**src/rtl/i8253_pkg.sv**
```systemverilog
`default_nettype none
// ------------------------------------------------------------------
// i8253_pkg : shared encodings for the i8253 control block
// Rev 1.0
// ------------------------------------------------------------------
package i8253_pkg;

  localparam logic [1:0] RW_LATCH = 2'b00;
  localparam logic [1:0] RW_LSB   = 2'b01;
  localparam logic [1:0] RW_MSB   = 2'b10;
  localparam logic [1:0] RW_WORD  = 2'b11;

  localparam logic [1:0] ADDR_CNT0 = 2'd0;
  localparam logic [1:0] ADDR_CNT1 = 2'd1;
  localparam logic [1:0] ADDR_CNT2 = 2'd2;
  localparam logic [1:0] ADDR_CTRL = 2'd3;

  // Read-back status byte layout
  localparam int ST_OUT  = 7;
  localparam int ST_NULL = 6;
  localparam int ST_RW   = 4;
  localparam int ST_MODE = 1;
  localparam int ST_BCD  = 0;

  // Modes 6 and 7 alias modes 2 and 3
  function automatic logic [5:0] mode_decode(input logic [2:0] m);
    case (m)
      3'd6:    return 6'b000100;
      3'd7:    return 6'b001000;
      default: return 6'b000001 << m;
    endcase
  endfunction

endpackage
`default_nettype wire

```
**src/rtl/i8253_channel_ctrl.sv**
```systemverilog
`default_nettype none
// ------------------------------------------------------------------
// i8253_channel_ctrl : per-channel config, byte toggles, count/status latch
// Rev 1.0
// ------------------------------------------------------------------
module i8253_channel_ctrl
  import i8253_pkg::*;
(
  input  logic        clk,
  input  logic        reset,
  input  logic        cw_wr,
  input  logic        latch_cmd,
  input  logic        status_cmd,
  input  logic        data_wr,
  input  logic        data_rd,
  input  logic [5:0]  cw_bits,
  input  logic [15:0] count,
  input  logic        out_pin,
  input  logic        clk_en,
  output logic        wr_cw,
  output logic        wr_lsb,
  output logic        wr_msb,
  output logic        wr_trigger,
  output logic [5:0]  mode,
  output logic        bcd,
  output logic [7:0]  rd_byte
);

  logic [1:0]  rw;
  logic        wr_tog;
  logic        rd_tog;
  logic        latched;
  logic [15:0] latch_val;
  logic        st_pending;
  logic [7:0]  st_val;

  logic lsb_n, msb_n, trig_n;

  always_comb begin
    lsb_n  = 1'b0;
    msb_n  = 1'b0;
    trig_n = 1'b0;
    if (data_wr) begin
      case (rw)
        RW_LSB:  begin lsb_n = 1'b1; trig_n = 1'b1; end
        RW_MSB:  begin msb_n = 1'b1; trig_n = 1'b1; end
        RW_WORD: begin
          lsb_n  = ~wr_tog;
          msb_n  = wr_tog;
          trig_n = wr_tog;
        end
        default: ;
      endcase
    end
  end

  always_ff @(posedge clk or posedge reset) begin
    if (reset) begin
      rw         <= RW_LSB;
      mode       <= '0;
      bcd        <= 1'b0;
      wr_tog     <= 1'b0;
      rd_tog     <= 1'b0;
      latched    <= 1'b0;
      latch_val  <= '0;
      wr_cw      <= 1'b0;
      wr_lsb     <= 1'b0;
      wr_msb     <= 1'b0;
      wr_trigger <= 1'b0;
    end else begin
      wr_cw      <= cw_wr;
      wr_lsb     <= lsb_n;
      wr_msb     <= msb_n;
      wr_trigger <= trig_n;
      if (cw_wr) begin
        rw      <= cw_bits[5:4];
        mode    <= mode_decode(cw_bits[3:1]);
        bcd     <= cw_bits[0];
        wr_tog  <= 1'b0;
        rd_tog  <= 1'b0;
        latched <= 1'b0;
      end else if (latch_cmd && !latched) begin
        latch_val <= count;
        latched   <= 1'b1;
      end
      if (data_wr && rw == RW_WORD)
        wr_tog <= ~wr_tog;
      // A pending status byte is consumed first without advancing the count sequence
      if (data_rd && !st_pending) begin
        if (rw == RW_WORD) begin
          rd_tog <= ~rd_tog;
          if (rd_tog) latched <= 1'b0;
        end else begin
          latched <= 1'b0;
        end
      end
    end
  end

`ifdef I8254_READBACK_EN
  logic [2:0] m_raw;
  logic       null_cnt;
  logic       armed;
  logic [7:0] st_now;

  always_comb begin
    st_now               = '0;
    st_now[ST_OUT]       = out_pin;
    st_now[ST_NULL]      = null_cnt;
    st_now[ST_RW +: 2]   = rw;
    st_now[ST_MODE +: 3] = m_raw;
    st_now[ST_BCD]       = bcd;
  end

  always_ff @(posedge clk or posedge reset) begin
    if (reset) begin
      m_raw      <= '0;
      null_cnt   <= 1'b0;
      armed      <= 1'b0;
      st_pending <= 1'b0;
      st_val     <= '0;
    end else begin
      if (cw_wr) begin
        m_raw    <= cw_bits[3:1];
        null_cnt <= 1'b1;
        armed    <= 1'b0;
      end else if (trig_n) begin
        null_cnt <= 1'b1;
        armed    <= 1'b1;
      end else if (clk_en && armed) begin
        null_cnt <= 1'b0;
        armed    <= 1'b0;
      end
      if (cw_wr) begin
        st_pending <= 1'b0;
      end else if (status_cmd && !st_pending) begin
        st_pending <= 1'b1;
        st_val     <= st_now;
      end else if (data_rd && st_pending) begin
        st_pending <= 1'b0;
      end
    end
  end
`else
  logic unused_rb;
  assign unused_rb  = ^{status_cmd, out_pin, clk_en};
  assign st_pending = 1'b0;
  assign st_val     = '0;
`endif

  logic [15:0] src;
  always_comb begin
    src = latched ? latch_val : count;
    if (st_pending)
      rd_byte = st_val;
    else if (rw == RW_MSB || (rw == RW_WORD && rd_tog))
      rd_byte = src[15:8];
    else
      rd_byte = src[7:0];
  end

endmodule
`default_nettype wire

```
**src/rtl/i8253_control.sv**
```systemverilog
`default_nettype none
// ------------------------------------------------------------------
// i8253_control : CPU bus decode and rdata mux for three i8253 channels
// Optional 8254 read-back command: define I8254_READBACK_EN.  Rev 1.0
// ------------------------------------------------------------------
module i8253_control
  import i8253_pkg::*;
#(
  parameter logic [7:0] RDATA_IDLE = 8'hFF
) (
  input  logic        clk,
  input  logic        reset,
  input  logic [1:0]  address,
  input  logic        wrreq,
  input  logic        rdreq,
  input  logic [7:0]  wdata,
  output logic [7:0]  rdata,
  input  logic [15:0] counter0,
  input  logic [15:0] counter1,
  input  logic [15:0] counter2,
  input  logic [2:0]  out_in,
  input  logic [2:0]  clk_en,
  output logic [7:0]  load_counter,
  output logic [2:0]  wr_cw,
  output logic [2:0]  wr_lsb,
  output logic [2:0]  wr_msb,
  output logic [2:0]  wr_trigger,
  output logic [2:0]  mode0,
  output logic [2:0]  mode1,
  output logic [2:0]  mode2,
  output logic [2:0]  mode3,
  output logic [2:0]  mode4,
  output logic [2:0]  mode5,
  output logic [2:0]  bcd
);

  logic       cw_sel;
  logic       rd_go;
  logic [7:0] rd_byte [3];
  logic [5:0] ch_mode [3];

  assign cw_sel = wrreq && address == ADDR_CTRL;
  // A write always wins over a simultaneous read
  assign rd_go  = rdreq && !wrreq;

  for (genvar n = 0; n < 3; n++) begin : g_ch
    logic [15:0] cnt;
    logic        sc_hit;
    logic        cw_wr_n;
    logic        latch_n;
    logic        status_n;

    assign cnt     = (n == 0) ? counter0 : (n == 1) ? counter1 : counter2;
    assign sc_hit  = cw_sel && wdata[7:6] == 2'(n);
    assign cw_wr_n = sc_hit && wdata[5:4] != RW_LATCH;
`ifdef I8254_READBACK_EN
    assign latch_n  = (sc_hit && wdata[5:4] == RW_LATCH) ||
                      (cw_sel && wdata[7:6] == 2'b11 && !wdata[5] && wdata[n+1]);
    assign status_n = cw_sel && wdata[7:6] == 2'b11 && !wdata[4] && wdata[n+1];
`else
    assign latch_n  = sc_hit && wdata[5:4] == RW_LATCH;
    assign status_n = 1'b0;
`endif

    i8253_channel_ctrl u_ch (
      .clk        (clk),
      .reset      (reset),
      .cw_wr      (cw_wr_n),
      .latch_cmd  (latch_n),
      .status_cmd (status_n),
      .data_wr    (wrreq && address == 2'(n)),
      .data_rd    (rd_go && address == 2'(n)),
      .cw_bits    (wdata[5:0]),
      .count      (cnt),
      .out_pin    (out_in[n]),
      .clk_en     (clk_en[n]),
      .wr_cw      (wr_cw[n]),
      .wr_lsb     (wr_lsb[n]),
      .wr_msb     (wr_msb[n]),
      .wr_trigger (wr_trigger[n]),
      .mode       (ch_mode[n]),
      .bcd        (bcd[n]),
      .rd_byte    (rd_byte[n])
    );

    assign mode0[n] = ch_mode[n][0];
    assign mode1[n] = ch_mode[n][1];
    assign mode2[n] = ch_mode[n][2];
    assign mode3[n] = ch_mode[n][3];
    assign mode4[n] = ch_mode[n][4];
    assign mode5[n] = ch_mode[n][5];
  end

  always_ff @(posedge clk or posedge reset) begin
    if (reset) begin
      rdata        <= RDATA_IDLE;
      load_counter <= '0;
    end else begin
      if (wrreq && address != ADDR_CTRL)
        load_counter <= wdata;
      if (rd_go) begin
        case (address)
          ADDR_CNT0: rdata <= rd_byte[0];
          ADDR_CNT1: rdata <= rd_byte[1];
          ADDR_CNT2: rdata <= rd_byte[2];
          default:   rdata <= RDATA_IDLE;
        endcase
      end
    end
  end

endmodule
`default_nettype wire
```
**config.mk**
```make
export PLATFORM = sky130hd
export DESIGN_NAME = i8253_control
export DESIGN_NICKNAME = d
export VERILOG_FILES = /design/src/rtl/i8253_pkg.sv /design/src/rtl/i8253_channel_ctrl.sv /design/src/rtl/i8253_control.sv
export SDC_FILE = /design/constraint.sdc
export NUM_CORES = 1
export LEC_CHECK = 0
export ABC_CLOCK_PERIOD_IN_PS = 3550
export BUFFER_PORTS_ARGS = -buffer_cell sky130_fd_sc_hd__buf_2
export CORE_ASPECT_RATIO = 1.2
export CORE_MARGIN = 4
export CORE_UTILIZATION = 40
export CTS_CLUSTER_SIZE = 16
export DETAILED_ROUTE_END_ITERATION = 10
export SLEW_MARGIN = 20
export SYNTH_ARGS = -nofsm -noshare
export SYNTH_HDL_FRONTEND = slang
export SYNTH_SLANG_ARGS = --single-unit
```
**constraint.sdc**
```tcl
create_clock -name clk -period 3.55 [get_ports clk]
set_input_delay 0.355 -clock clk [delete_from_list [all_inputs] [get_ports clk]]
set_output_delay 0.355 -clock clk [all_outputs]
set_load 0.01 [all_outputs]
```
==> summary.md <==
| Metric | Value |
|---|---|
| Synth top cells by count | 101 x dfrtp_1, 59 x mux2_2, 38 x o21ai_0, 30 x nand2_1, 23 x mux4_2 |
| Period minus WS final | between 2 and 2.5 ns |
| # resized after CTS | 0 |
| Drt total wl | around 12000 um |
| Seq/Total Area, Yosys | a little over half |
| Most used DFF post-synth | dfrtp_1 |
| Post-Layout Cell Count | slightly below 700 |
| Complex-gate fraction of the synthesized area | under 10% |
| Post-Syn Nets | 497 |
| Placer Congestion | roughly 0.79 |
| Cell area power density | ~560 nW/um^2 |
| Worst Path Arrival | approximately 2.6 ns |
| Worst Setup End Kind | register |
| FF/Latch Area | approximately 2800 um^2 |
| Placed insts | around 660 |
| Drt drc | 0 |
| Syn Inst Count | 417 |
| Die width | about 110 um |
| Die H | around 130 um |
| Synth area leaders | dfrtp_1 48%, mux2_2 12%, mux4_2 9.7% |
| Number of port buffers | 110 |
| Fin area | ~6200 um^2 |
| CP max stage delay | roughly 0.57 ns |
| First-pass GRT wire length | 19100 um |
| CTS Sinks | approximately 110 |
| Worst Skew | 0.00518 ns |
| Reg2Reg Launch Point | g_ch[0].u_ch.rw[0] |
| DPL Wire Length | 8740 um |
| Final hold viol count | 0 |
| WS Path Type | register to register |
| Period utilization | 65.9% |
| DP Area | slightly below 6000 um^2 |
| Synth Area in Simple Gates | slightly above 8% |
| CTS Buf Count | 9 |
| Post-synth EDFFs | 0 |
| Setup-failing EPs final | 0 |
| # rows | 45 |
| Starting Density | about two fifths |
| WP buf/inv | 1 |
| Top Ports | 117 |
| Die ar. | approximately 15000 um^2 |
| Final core occ | about 50% |
| Post-CTS Setup Bufs | 0 |
| CTS tree | built |
| Sw frac | 27.5% |
| Hold buffer count at cts | 0 |
| FMAX | roughly 430 MHz |
| Global Route Usage Sum | approximately 16% |
| Largest family of logic cells by synthesized area | multiplexers |
| Post-DRT Antenna Nets | 0 |
| Leak pwr | 0.00302 uW |
| Cell Area, Synth | about 5300 um^2 |
| Multi-input logic area | ~2200 um^2 |
| Max Cap Violations | 0 |
| Critical-path maximum fanout | 8 |
| VDD IR max | 261 uV |
| Remaining Overflow, GRT | 0 |
| Met3 Use GR | 3.88% |
| Routed vias | about 3500 |
| Mux contribution to synthesized area | approximately 22% |
| Drt via density | 5.23 |
| Yosys warning total | 0 |
| Seq pwr share | between 40% and 50% |
| Startpoint types | register |
| Clock buffer depth | 2 |
| Worst path slowest cell | dfstp_2 |
| Worst slew pin tran | between 0.9 and 1 ns |
| Max H-tree Level | 3 |
| Slew margin rel. | 37.9% |
| Met2 GRT Util | between 20% and 30% |
| Slew Limit Fails | 0 |
| FF+latch count, synth | 112 |
| RSZ-0062 raised after global routing | false |
| Setup TNS | 0 ns |
| Worst slack at placement | between 1 and 1.5 ns |
| Root Buffer Master | clkbuf_16 |
| Initial antenna violation count | 1 |
| Origin of the worst setup path | g_ch[0].u_ch.rw[0] |
| Clock-pin slew on the worst setup and hold paths | ~0.070 ns |
| Filler instances | between 1000 and 1500 |
| DR iter-0 viols | 176 |
| Layout cells sized above 1 | 45.6% |
| Number of global-route vias before repair | between 3000 and 4000 |
| Most Crowded Layer GR | met2 |
| Cell Chain, Critical Path | inv_1, ha_1, a21oi_2, mux4_2, a22oi_1, a21oi_1, a21o_1 |
| Switching Power | roughly 970 uW |
| Adder-cell share of the synthesized area | around 2.8% |
| Total core area | ~13000 um^2 |
| Skew-Pair Late Insertion Delay | between 0.3 and 0.4 ns |
| Largest net degree at the start of global routing | 60 |
| Post-synthesis xor/xnor area fraction | 0% |
| Syn avg cell area | ~13 um^2 |
| Diode count | 0 |
| Top cell type's share of synthesized area | 47.5% |
| Gate power share | between 20% and 30% |
| CP delay by family, top | compound AO/OA/AOI/OAI gates |
| Internal Power | about 2600 uW |
| Status | finished clean |
| Final WS setup | ~1.2 ns |
| Hold crit path type | input pin to asynchronous set/reset pin |
| Crit path required time | 3.82 ns |
| Met1 GRT Util | between 20% and 30% |
| Async set-or-reset flop fraction in the synthesized netlist | 100% |
| WL/cell | 17.4 um |
| Nets | between 500 and 600 |
| Netlist cell types | 36 |
| Count leader, synth | dfrtp_1 |
| Area growth syn-to-layout | 17.3% |
| Clock network power share | approximately a third |
| Synth area leader | dfrtp_1 |
| DRT Pass-1 Iters | 4 |
## worst register-to-register path, delay by kind of cell (launching register included)
| kind | cells | cell delay (ns) |
|---|---|---|
| AOI/OAI and AO/OA | 4 | 1.00 |
| adders and majority gates | 1 | 0.22 |
| buffers and inverters | 1 | 0.06 |
| DFF | 1 | 0.57 |
| muxes | 1 | 0.43 |
## placed cells by master, fill, tap and decap left out, types with 3 or more instances in the layout
| master | Yosys | layout |
|---|---|---|
| nor2b_1 | 3 | 3 |
| mux2_2 | 59 | 59 |
| a21oi_1 | 18 | 18 |
| nand3_1 | 12 | 12 |
| nor3_1 | 4 | 4 |
| mux4_2 | 23 | 23 |
| and2_1 | 3 | 3 |
| buf_2 | 7 | 110 |
| inv_1 | 13 | 12 |
| nand2_1 | 30 | 30 |
| a22oi_1 | 8 | 8 |
| clkbuf_8 | 0 | 3 |
| buf_4 | 15 | 3 |
| a31oi_1 | 3 | 3 |
| dfstp_2 | 11 | 11 |
| a21o_1 | 10 | 10 |
| nor2_1 | 12 | 12 |
| nand2b_1 | 5 | 5 |
| ha_1 | 12 | 12 |
| dfrtp_1 | 101 | 101 |
| o21ai_0 | 38 | 38 |
| clkbuf_16 | 0 | 9 |
## per-stage QoR
stage / total power [uW] / hold slack, ns
3_5_place_dp: 2430 / 0.467
2_1_floorplan: 2180 / 0.471
6_report: 3520 / 0.142
3_3_place_gp: 2400 / 0.456
5_1_grt: 3720 / 0.212
4_1_cts: 3570 / 0.167
## area by class of cell
class / instances / share of cell area, %
repair buffers: 113 / 9.19
multi-input cells: 257 / 36.0
clock buffers: 12 / 4.27
clock inverters: 4 / 1.20
well taps: 164 / 3.29
inverters: 13 / 0.823
flip-flops and latches: 112 / 45.2
## cell families after synthesis
kind of cell / after synthesis
fa+ha+maj: 12
buf+inv: 48
flops: 112
mux: 82
simple gates: 81
compound gates: 82
## flip-flops by register name, summed over array words and instances (netlist names)
signal                cells
rdata                     8
g_ch.u_ch.wr_lsb          3
g_ch.u_ch.latched         3
g_ch.u_ch.wr_cw           3
g_ch.u_ch.latch_val      48
g_ch.u_ch.bcd             3
g_ch.u_ch.mode           18
g_ch.u_ch.rd_tog          3
g_ch.u_ch.wr_tog          3
g_ch.u_ch.rw              6
load_counter              8
g_ch.u_ch.wr_trigger      3
g_ch.u_ch.wr_msb          3
## final timing paths
| check | slack (ns) | depth (start not counted) | to |
|---|---|---|---|
| min in group clk | 0.26 | 2 | g_ch[2].u_ch.latch_val[3] |
| min | 0.14 | 2 | g_ch[2].u_ch.bcd |
| max in group asynchronous | 2.50 | 3 | rdata[3] |
| min reg2reg | 0.48 | 2 | g_ch[1].u_ch.mode[0] |
| max | 1.21 | 7 | rdata[3] |
| max reg2reg | 1.21 | 7 | rdata[3] |
## power groups by stage
stage	Combinational [uW]	Clock, uW	Sequential, uW
2_1_floorplan	550	0	1630
3_3_place_gp	742	0	1660
3_5_place_dp	760	0	1670
4_1_cts	764	1150	1650
5_1_grt	833	1210	1680
6_report	749	1120	1640
## routing by layer
metal / vias to the layer above / share of wire [%]
met3: 16 / 6.9
met2: 104 / 48
met4: 2 / 1.7
met1: 1750 / 43
li1: 1657 / -
met5: - / 0.14
Note: power is estimated with default switching activity, not from simulation.
